## config.mk

```make
export PLATFORM = sky130hd
export DESIGN_NAME = mage_cfg_shadow_regs
export DESIGN_NICKNAME = d
export VERILOG_FILES = /design/src/rtl/mage_cfg_pkg.sv /design/src/rtl/mage_cfg_addr_dec.sv /design/src/rtl/mage_cfg_shadow_regs.sv
export SDC_FILE = /design/constraint.sdc
export NUM_CORES = 2
export LEC_CHECK = 0
export CAP_MARGIN = 5
export CELL_PAD_IN_SITES_DETAIL_PLACEMENT = 0
export CELL_PAD_IN_SITES_GLOBAL_PLACEMENT = 1
export CORE_AREA = 2 2 632 634
export CTS_CLUSTER_DIAMETER = 40
export DETAILED_ROUTE_END_ITERATION = 8
export DIE_AREA = 0 0 634 636
export PLACE_DENSITY = 0.68
export REMOVE_ABC_BUFFERS = 1
export SLEW_MARGIN = 20
export SYNTH_ARGS = -nofsm -noshare
export SYNTH_HDL_FRONTEND = slang
export SYNTH_SLANG_ARGS = --single-unit
```

## constraint.sdc

```tcl
create_clock -name clk_i -period 13.22 [get_ports clk_i]
set_clock_uncertainty 0.2 [all_clocks]
set_input_delay 2.644 -clock clk_i [delete_from_list [all_inputs] [get_ports clk_i]]
set_output_delay 2.644 -clock clk_i [all_outputs]
set_load 0.05 [all_outputs]
```

## src/rtl/mage_cfg_pkg.sv

```systemverilog
// mage_cfg_pkg: shared constants and types for the Mage CGRA configuration
// shadow register file.
//   - CTRL/STATUS word indices, CTRL bit positions, STATUS field positions
//   - cfg_state_e : commit FSM states
//   - cfg_region_e: decoded register region
//   - default word bases of the constant and config windows
//   - apply_wstrb : byte-enable merge helper
package mage_cfg_pkg;

  localparam int unsigned CTRL_W          = 0;
  localparam int unsigned STATUS_W        = 1;

  localparam int unsigned CTRL_COMMIT_BIT = 0;
  localparam int unsigned CTRL_ABORT_BIT  = 1;

  localparam int unsigned STAT_BUSY_BIT   = 0;
  localparam int unsigned STAT_WAIT_BIT   = 1;
  localparam int unsigned STAT_VALID_BIT  = 2;
  localparam int unsigned STAT_CNT_LSB    = 8;

  localparam int unsigned DEF_CONST_BASE_W = 64;
  localparam int unsigned DEF_CFG_BASE_W   = 128;

  typedef enum logic [1:0] {
    ST_IDLE,
    ST_WAIT_IDLE,
    ST_COPY,
    ST_DONE
  } cfg_state_e;

  typedef enum logic [2:0] {
    RG_CTRL,
    RG_STATUS,
    RG_CONST,
    RG_CFG,
    RG_UNMAPPED
  } cfg_region_e;

  function automatic logic [31:0] apply_wstrb(input logic [31:0] old_v,
                                              input logic [31:0] new_v,
                                              input logic [3:0]  strb);
    logic [31:0] r;
    r = old_v;
    for (int unsigned b = 0; b < 4; b++) begin
      if (strb[b]) r[8*b +: 8] = new_v[8*b +: 8];
    end
    return r;
  endfunction

endpackage

```

## src/rtl/mage_cfg_addr_dec.sv

```systemverilog
// mage_cfg_addr_dec: combinational word-address decode.
//   word_i   : word index (byte address with bits [1:0] dropped)
//   region_o : CTRL / STATUS / CONST / CFG / UNMAPPED
//   pe_o     : PE index within the constant or config window
//   k_o      : config word index within the PE (config window only)
module mage_cfg_addr_dec
  import mage_cfg_pkg::*;
#(
  parameter int unsigned AW            = 12,
  parameter int unsigned N             = 4,
  parameter int unsigned M             = 4,
  parameter int unsigned N_CFG_REGS_PE = 2,
  parameter int unsigned CONST_BASE_W  = DEF_CONST_BASE_W,
  parameter int unsigned CFG_BASE_W    = DEF_CFG_BASE_W,
  parameter int unsigned PEW           = (N*M > 1) ? $clog2(N*M) : 1,
  parameter int unsigned KW            = (N_CFG_REGS_PE > 1) ? $clog2(N_CFG_REGS_PE) : 1
) (
  input  logic [AW-3:0]  word_i,
  output cfg_region_e    region_o,
  output logic [PEW-1:0] pe_o,
  output logic [KW-1:0]  k_o
);

  localparam int unsigned NPE = N * M;

  logic [31:0] w;
  logic [31:0] off_const;
  logic [31:0] off_cfg;

  assign w = 32'(word_i);

  always_comb begin
    region_o  = RG_UNMAPPED;
    pe_o      = '0;
    k_o       = '0;
    off_const = w - 32'(CONST_BASE_W);
    off_cfg   = w - 32'(CFG_BASE_W);
    if (w == 32'(CTRL_W)) begin
      region_o = RG_CTRL;
    end else if (w == 32'(STATUS_W)) begin
      region_o = RG_STATUS;
    end else if (w >= 32'(CONST_BASE_W) && off_const < 32'(NPE)) begin
      region_o = RG_CONST;
      pe_o     = PEW'(off_const);
    end else if (w >= 32'(CFG_BASE_W) && off_cfg < 32'(NPE * N_CFG_REGS_PE)) begin
      region_o = RG_CFG;
      pe_o     = PEW'(off_cfg / 32'(N_CFG_REGS_PE));
      k_o      = KW'(off_cfg % 32'(N_CFG_REGS_PE));
    end
  end

endmodule

```

## src/rtl/mage_cfg_shadow_regs.sv

```systemverilog
// mage_cfg_shadow_regs: double-buffered PE configuration register file.
// The register bus writes the shadow bank; a commit copies it row by row into
// the active bank once the PEA reports idle.
//   clk_i, rst_n_i      : clock, asynchronous active-low reset
//   reg_*               : register bus slave (combinational response)
//   pea_idle_i          : PEA has no in-flight work
//   active_constants_o  : active constants, PE pe at [pe*32 +: 32], pe = r*M+c
//   active_cfg_o        : active config words, [(pe*N_CFG_REGS_PE+k)*32 +: 32]
//   cfg_valid_o         : at least one commit has completed
//   commit_done_o       : one-cycle pulse in the DONE state
module mage_cfg_shadow_regs
  import mage_cfg_pkg::*;
#(
  parameter int unsigned N             = 4,
  parameter int unsigned M             = 4,
  parameter int unsigned N_CFG_REGS_PE = 2,
  parameter int unsigned AW            = 12,
  parameter int unsigned CONST_BASE_W  = DEF_CONST_BASE_W,
  parameter int unsigned CFG_BASE_W    = DEF_CFG_BASE_W
) (
  input  logic                            clk_i,
  input  logic                            rst_n_i,
  input  logic                            reg_valid_i,
  input  logic                            reg_write_i,
  input  logic [AW-1:0]                   reg_addr_i,
  input  logic [31:0]                     reg_wdata_i,
  input  logic [3:0]                      reg_wstrb_i,
  output logic                            reg_ready_o,
  output logic [31:0]                     reg_rdata_o,
  output logic                            reg_error_o,
  input  logic                            pea_idle_i,
  output logic [N*M*32-1:0]               active_constants_o,
  output logic [N*M*N_CFG_REGS_PE*32-1:0] active_cfg_o,
  output logic                            cfg_valid_o,
  output logic                            commit_done_o
);

  localparam int unsigned NPE = N * M;
  localparam int unsigned NK  = N_CFG_REGS_PE;
  localparam int unsigned PEW = (NPE > 1) ? $clog2(NPE) : 1;
  localparam int unsigned KW  = (NK > 1) ? $clog2(NK) : 1;

  logic [31:0] sh_const_q  [NPE];
  logic [31:0] sh_cfg_q    [NPE][NK];
  logic [31:0] act_const_q [NPE];
  logic [31:0] act_cfg_q   [NPE][NK];

  cfg_state_e  state_q;
  logic [2:0]  row_q;
  logic        cfg_valid_q;
  logic        done_q;
  logic [7:0]  cnt_q;

  cfg_region_e    region;
  logic [PEW-1:0] pe_idx;
  logic [KW-1:0]  k_idx;

  logic unused_addr_lsbs;
  assign unused_addr_lsbs = ^reg_addr_i[1:0];

  mage_cfg_addr_dec #(
    .AW            (AW),
    .N             (N),
    .M             (M),
    .N_CFG_REGS_PE (NK),
    .CONST_BASE_W  (CONST_BASE_W),
    .CFG_BASE_W    (CFG_BASE_W),
    .PEW           (PEW),
    .KW            (KW)
  ) u_dec (
    .word_i   (reg_addr_i[AW-1:2]),
    .region_o (region),
    .pe_o     (pe_idx),
    .k_o      (k_idx)
  );

  logic is_wr, ctrl_commit, ctrl_abort, abort_only, stall;
  logic wr_acc, commit_acc, abort_acc;

  assign is_wr       = reg_valid_i & reg_write_i;
  assign ctrl_commit = reg_wdata_i[CTRL_COMMIT_BIT] & reg_wstrb_i[0];
  assign ctrl_abort  = reg_wdata_i[CTRL_ABORT_BIT] & reg_wstrb_i[0];
  assign abort_only  = ctrl_abort & ~ctrl_commit;

  // Shadow/CTRL writes stall while a commit is pending or copying; an
  // abort-only CTRL write must still get through while waiting for idle.
  always_comb begin
    stall = 1'b0;
    if (is_wr && (region == RG_CTRL || region == RG_CONST || region == RG_CFG)) begin
      if (state_q == ST_COPY) begin
        stall = 1'b1;
      end else if (state_q == ST_WAIT_IDLE) begin
        stall = !(region == RG_CTRL && abort_only);
      end
    end
  end

  assign reg_ready_o = ~stall;
  assign reg_error_o = reg_valid_i & (region == RG_UNMAPPED);
  assign wr_acc      = is_wr & ~stall;
  assign commit_acc  = wr_acc & (region == RG_CTRL) & ctrl_commit;
  assign abort_acc   = wr_acc & (region == RG_CTRL) & abort_only;

  logic [31:0] status_w;

  always_comb begin
    status_w                       = '0;
    status_w[STAT_BUSY_BIT]        = (state_q != ST_IDLE);
    status_w[STAT_WAIT_BIT]        = (state_q == ST_WAIT_IDLE);
    status_w[STAT_VALID_BIT]       = cfg_valid_q;
    status_w[STAT_CNT_LSB +: 8]    = cnt_q;
  end

  always_comb begin
    reg_rdata_o = '0;
    if (reg_valid_i && !reg_write_i) begin
      case (region)
        RG_STATUS: reg_rdata_o = status_w;
        RG_CONST:  reg_rdata_o = sh_const_q[pe_idx];
        RG_CFG:    reg_rdata_o = sh_cfg_q[pe_idx][k_idx];
        default:   reg_rdata_o = '0;
      endcase
    end
  end

  always_ff @(posedge clk_i or negedge rst_n_i) begin
    if (!rst_n_i) begin
      for (int unsigned p = 0; p < NPE; p++) begin
        sh_const_q[p] <= '0;
        for (int unsigned k = 0; k < NK; k++) sh_cfg_q[p][k] <= '0;
      end
    end else if (wr_acc) begin
      if (region == RG_CONST) begin
        sh_const_q[pe_idx] <= apply_wstrb(sh_const_q[pe_idx], reg_wdata_i, reg_wstrb_i);
      end else if (region == RG_CFG) begin
        sh_cfg_q[pe_idx][k_idx] <= apply_wstrb(sh_cfg_q[pe_idx][k_idx], reg_wdata_i, reg_wstrb_i);
      end
    end
  end

  always_ff @(posedge clk_i or negedge rst_n_i) begin
    if (!rst_n_i) begin
      state_q     <= ST_IDLE;
      row_q       <= '0;
      cfg_valid_q <= 1'b0;
      done_q      <= 1'b0;
      cnt_q       <= '0;
      for (int unsigned p = 0; p < NPE; p++) begin
        act_const_q[p] <= '0;
        for (int unsigned k = 0; k < NK; k++) act_cfg_q[p][k] <= '0;
      end
    end else begin
      done_q <= 1'b0;
      case (state_q)
        ST_IDLE: begin
          if (commit_acc) state_q <= ST_WAIT_IDLE;
        end
        ST_WAIT_IDLE: begin
          if (abort_acc) begin
            state_q <= ST_IDLE;
          end else if (pea_idle_i) begin
            state_q <= ST_COPY;
            row_q   <= '0;
          end
        end
        ST_COPY: begin
          for (int unsigned p = 0; p < NPE; p++) begin
            if (p / M == 32'(row_q)) begin
              act_const_q[p] <= sh_const_q[p];
              for (int unsigned k = 0; k < NK; k++) act_cfg_q[p][k] <= sh_cfg_q[p][k];
            end
          end
          if (row_q == 3'(N - 1)) begin
            // Done-cycle outputs are registered on entry to DONE.
            state_q     <= ST_DONE;
            done_q      <= 1'b1;
            cfg_valid_q <= 1'b1;
            cnt_q       <= cnt_q + 8'd1;
          end else begin
            row_q <= row_q + 3'd1;
          end
        end
        ST_DONE: begin
          state_q <= commit_acc ? ST_WAIT_IDLE : ST_IDLE;
        end
        default: state_q <= ST_IDLE;
      endcase
    end
  end

  always_comb begin
    active_constants_o = '0;
    active_cfg_o       = '0;
    for (int unsigned p = 0; p < NPE; p++) begin
      active_constants_o[p*32 +: 32] = act_const_q[p];
      for (int unsigned k = 0; k < NK; k++) begin
        active_cfg_o[(p*NK + k)*32 +: 32] = act_cfg_q[p][k];
      end
    end
  end

  assign cfg_valid_o   = cfg_valid_q;
  assign commit_done_o = done_q;

endmodule

```

==> flow_summary.ini <==
[status]
status = finished clean

[detailed_routing]
wl_um = 674000
drc = 0
avgRoutedWirePerCell_um = 36.3
met2_wirelength_um = 302000
route.met3.wl_um = 53600
via_count = 103000
drt_iter0_markers = 12000
via_per_inst = 5.57
postRouteAntennaNets = 0
top_layer_used = met5
drt_first_pass_iters = 7
met1_length_um = 266000

[synth]
syn_area_mm2 = 0.125
synth_edf_count = 0
yosysSeqAreaShare_pct = 61.9
async_reset_ff_share_pct = 100
ys_ff_latch = 3087
synth.distinct_cells = 96
synth_ff_type = dfrtp_1
syn_inst = 11400
syn_avg_cell_area_um2 = 11.0
yosysWarnings = 0

[power]
pwr-share-clk_pct = 53.2
p_comb_share_pct = 8.9
swShare_pct = 26.6
switchingPower_mw = 6.79
power.leakage_nw = 76.0
p_int_mw = 18.7
p_seq_share_pct = 37.9
power.density_mw_per_mm2 = 154
worst_ir_drop_vdd_mv = 0.143
p_total_mw = 25.5

[clocking]
cts_tree = done
postCtsHoldBufs = 0
cts-buffers-inserted = 471
clock_sink_count = 3087
clk_latency_ns = 1.02
clkTransAtPathRegs_ns = 0.05
clock_path_buffers = 4
cts_max_level = 5
cts_root_buf = clkbuf_16
cts_setup_buffers = 0
cts_resized = 0

[floorplan]
start_util_pct = 31.4
dieWidth_um = 634
die_y_um = 636
dieArea_mm2 = 0.403
io-pin-count = 1625
rows = 232
core_mm2 = 0.397

[worst_setup_path]
end_kind = output port
cp-start-kind = input pin
critPathKind = in -> out
critPathMaxFanout = 16
ff2ff_path_depth = 6
cp_data_required_time_ns = 10.38
cp.arrival_ns = 9.81

[finish]
final_layout_size_suffix_gt1_share_pct = 19.5
fin_nets = 12900
post-route-cell-area_mm2 = 0.166
synthToLayoutAreaGrowth_pct = 32.7

[sta]
rsz0062_at_grt = false
drv_slew = 0
worst_slew_pin_slew_ns = 1.30
period_share_pct = 95.7
finalSetupViolCount = 0
fmax_ghz = 0.0790
hold_viol = 0
period_minus_slack_ns = 12.66
max_slew_margin_pct = 13.3

[placed_design]
portBuffers = 1622
routabilityCongestion = 0.898
dp_hpwl_um = 469000
place_area_mm2 = 0.148

[grt]
antenna_found_initial = 92
grt_max_degree = 177
grt_usage_pct = 32.6
grt_overflow = 0
grt_pass1_vias = 99200
grt_pass1_wl_um = 899000

[worst_hold_path]
hold_class = reg -> reg
whs_path_depth = 2

[run]
drv_cap = 0
==> critical path, cell delays in order <==
cell             delay (ns)
clkdlybuf4s50_1        0.50
inv_1                  0.12
ha_1                   0.17
ha_1                   0.66
inv_1                  0.29
a31oi_1                0.70
nor2_1                 0.41
o22ai_4                0.88
o221ai_1               0.28
a2111o_1               0.36
nor3_2                 0.92
nor2_1                 0.50
buf_4                  0.29
o21ai_0                0.80
buf_12                 0.23
==> cell type report <==
| class | instances | area, um^2 |
|---|---|---|
| fill | 37900 | 232000 |
| sequential | 3087 | 77200 |
| multi-input combinational | 7360 | 45200 |
| timing repair buffer | 1938 | 19200 |
| clock buffer | 572 | 12700 |
| tap | 5265 | 6590 |
| clock inverter | 305 | 4560 |
| antenna | 41 | 103 |
| inverter | 19 | 78.8 |
==> layer usage <==
layer	up-vias	track usage [%]
met5	-	0
met4	22	22.1
met3	1407	6.31
met2	5677	49.9
met1	53400	41.9
li1	42900	-
==> registers in the layout, indices dropped and copies added, names as in the netlist, named ones only <==
signal,count
active_cfg_o,1024
active_constants_o,512
cfg_valid_o,1
cnt_q,8
commit_done_o,1
row_q,3
sh_cfg_q,1024
sh_const_q,512
state_q,1
==> path summary, 6_finish.rpt <==
kind                                               start                            endpoint  slack, ns
max in group asynchronous                        rst_n_i       active_cfg_o[134]$_DFFE_PN0P_       8.34
min                        active_cfg_o[797]$_DFFE_PN0P_       active_cfg_o[797]$_DFFE_PN0P_       0.27
min reg2reg                active_cfg_o[797]$_DFFE_PN0P_       active_cfg_o[797]$_DFFE_PN0P_       0.27
max                                        reg_addr_i[9]                     reg_rdata_o[13]       0.56
min in group asynchronous                        rst_n_i  active_constants_o[19]$_DFFE_PN0P_       1.43
max reg2reg                                    flip-flop       active_cfg_o[283]$_DFFE_PN0P_       8.16
==> layout by cell type, fill, tap and decap left out, drive strengths merged, types with 13 or more instances in the layout <==
master / synthesis / routed
a2111oi: 34 / 34
a211oi: 17 / 17
a21oi: 243 / 243
a31oi: 15 / 15
and2: 42 / 42
and3: 22 / 22
and4: 13 / 13
buf: 204 / 356
bufinv: 0 / 81
clkbuf: 702 / 572
clkdlybuf4s50: 0 / 1582
clkinv: 0 / 102
clkinvlp: 0 / 53
dfrtp: 3087 / 3087
diode: 0 / 41
inv: 19 / 88
mux2: 1158 / 1158
mux2i: 16 / 16
nand2: 2759 / 2759
nand2b: 36 / 36
nand3: 33 / 33
nand4: 16 / 16
nor2: 189 / 189
nor3: 93 / 93
nor4: 62 / 62
o21a: 50 / 50
o21ai: 1568 / 1568
o221ai: 71 / 71
o22a: 33 / 33
o22ai: 526 / 526
o31ai: 163 / 163
o32ai: 20 / 20
or3: 13 / 13
==> kinds of logic (layout without fill, tap and decap cells) <==
logic type | count (synthesis) | after routing | share of synthesized area [%]
flops | 3087 | 3087 | 61.9
fa+ha+maj | 10 | 10 | 0.100
simple gates | 3321 | 3321 | 10.7
other cells | 0 | 41 | 0
buf+inv | 925 | 2834 | 3.12
xor+xnor | 9 | 9 | 0.0632
mux | 1174 | 1174 | 10.6
compound gates | 2846 | 2846 | 13.5
==> Yosys cell counts (all sizes together) (10+ instances only) <==
master      n  area [um^2]
o21a       50          375
and3       22          138
and4       13          114
a31oi      15         93.8
a21oi     243         1230
buf       204         1180
mux2     1158        13000
a211oi     17          143
o31ai     163         1400
a2111oi    34          392
o22a       33          289
nor2      189          714
nand4      16          100
clkbuf    702         2650
nand3      33          165
or3        13         81.3
nand2b     36          225
o21ai    1568         7850
o221ai     71          622
o32ai      20          175
and2       42          263
nor3       93          487
ha         10          125
nor4       62          409
inv        19         71.3
o22ai     526         3290
o41ai      10         87.6
nand2    2759        10400
a21o       10         76.3
mux2i      16          160
dfrtp    3087        77200
==> power by group through the flow <==
stage	Clock [mW]	Combinational [mW]	Sequential (mW)
after detailed placement	0	2.27	9.82
after floorplan	0	1.18	10.1
after global placement	0	2.26	9.82
final	13.6	2.27	9.66
after global routing	14.1	2.35	9.67
after CTS	13.7	2.27	9.66
==> metrics by stage <==
step	util, %	setup WS (ns)	setup TNS, ns	instances	hold WS, ns
final	41.7	0.562	0	18600	0.271
after global routing	41.7	0.477	0	18600	0.289
after CTS	41.7	0.882	0	18500	0.264
after detailed placement	37.3	0.898	0	17700	0.262
after global placement	37.3	0.986	0	17700	0.260
after floorplan	-	-3.26	-906.20	10500	0.246
(Power assumes the default switching activity.)
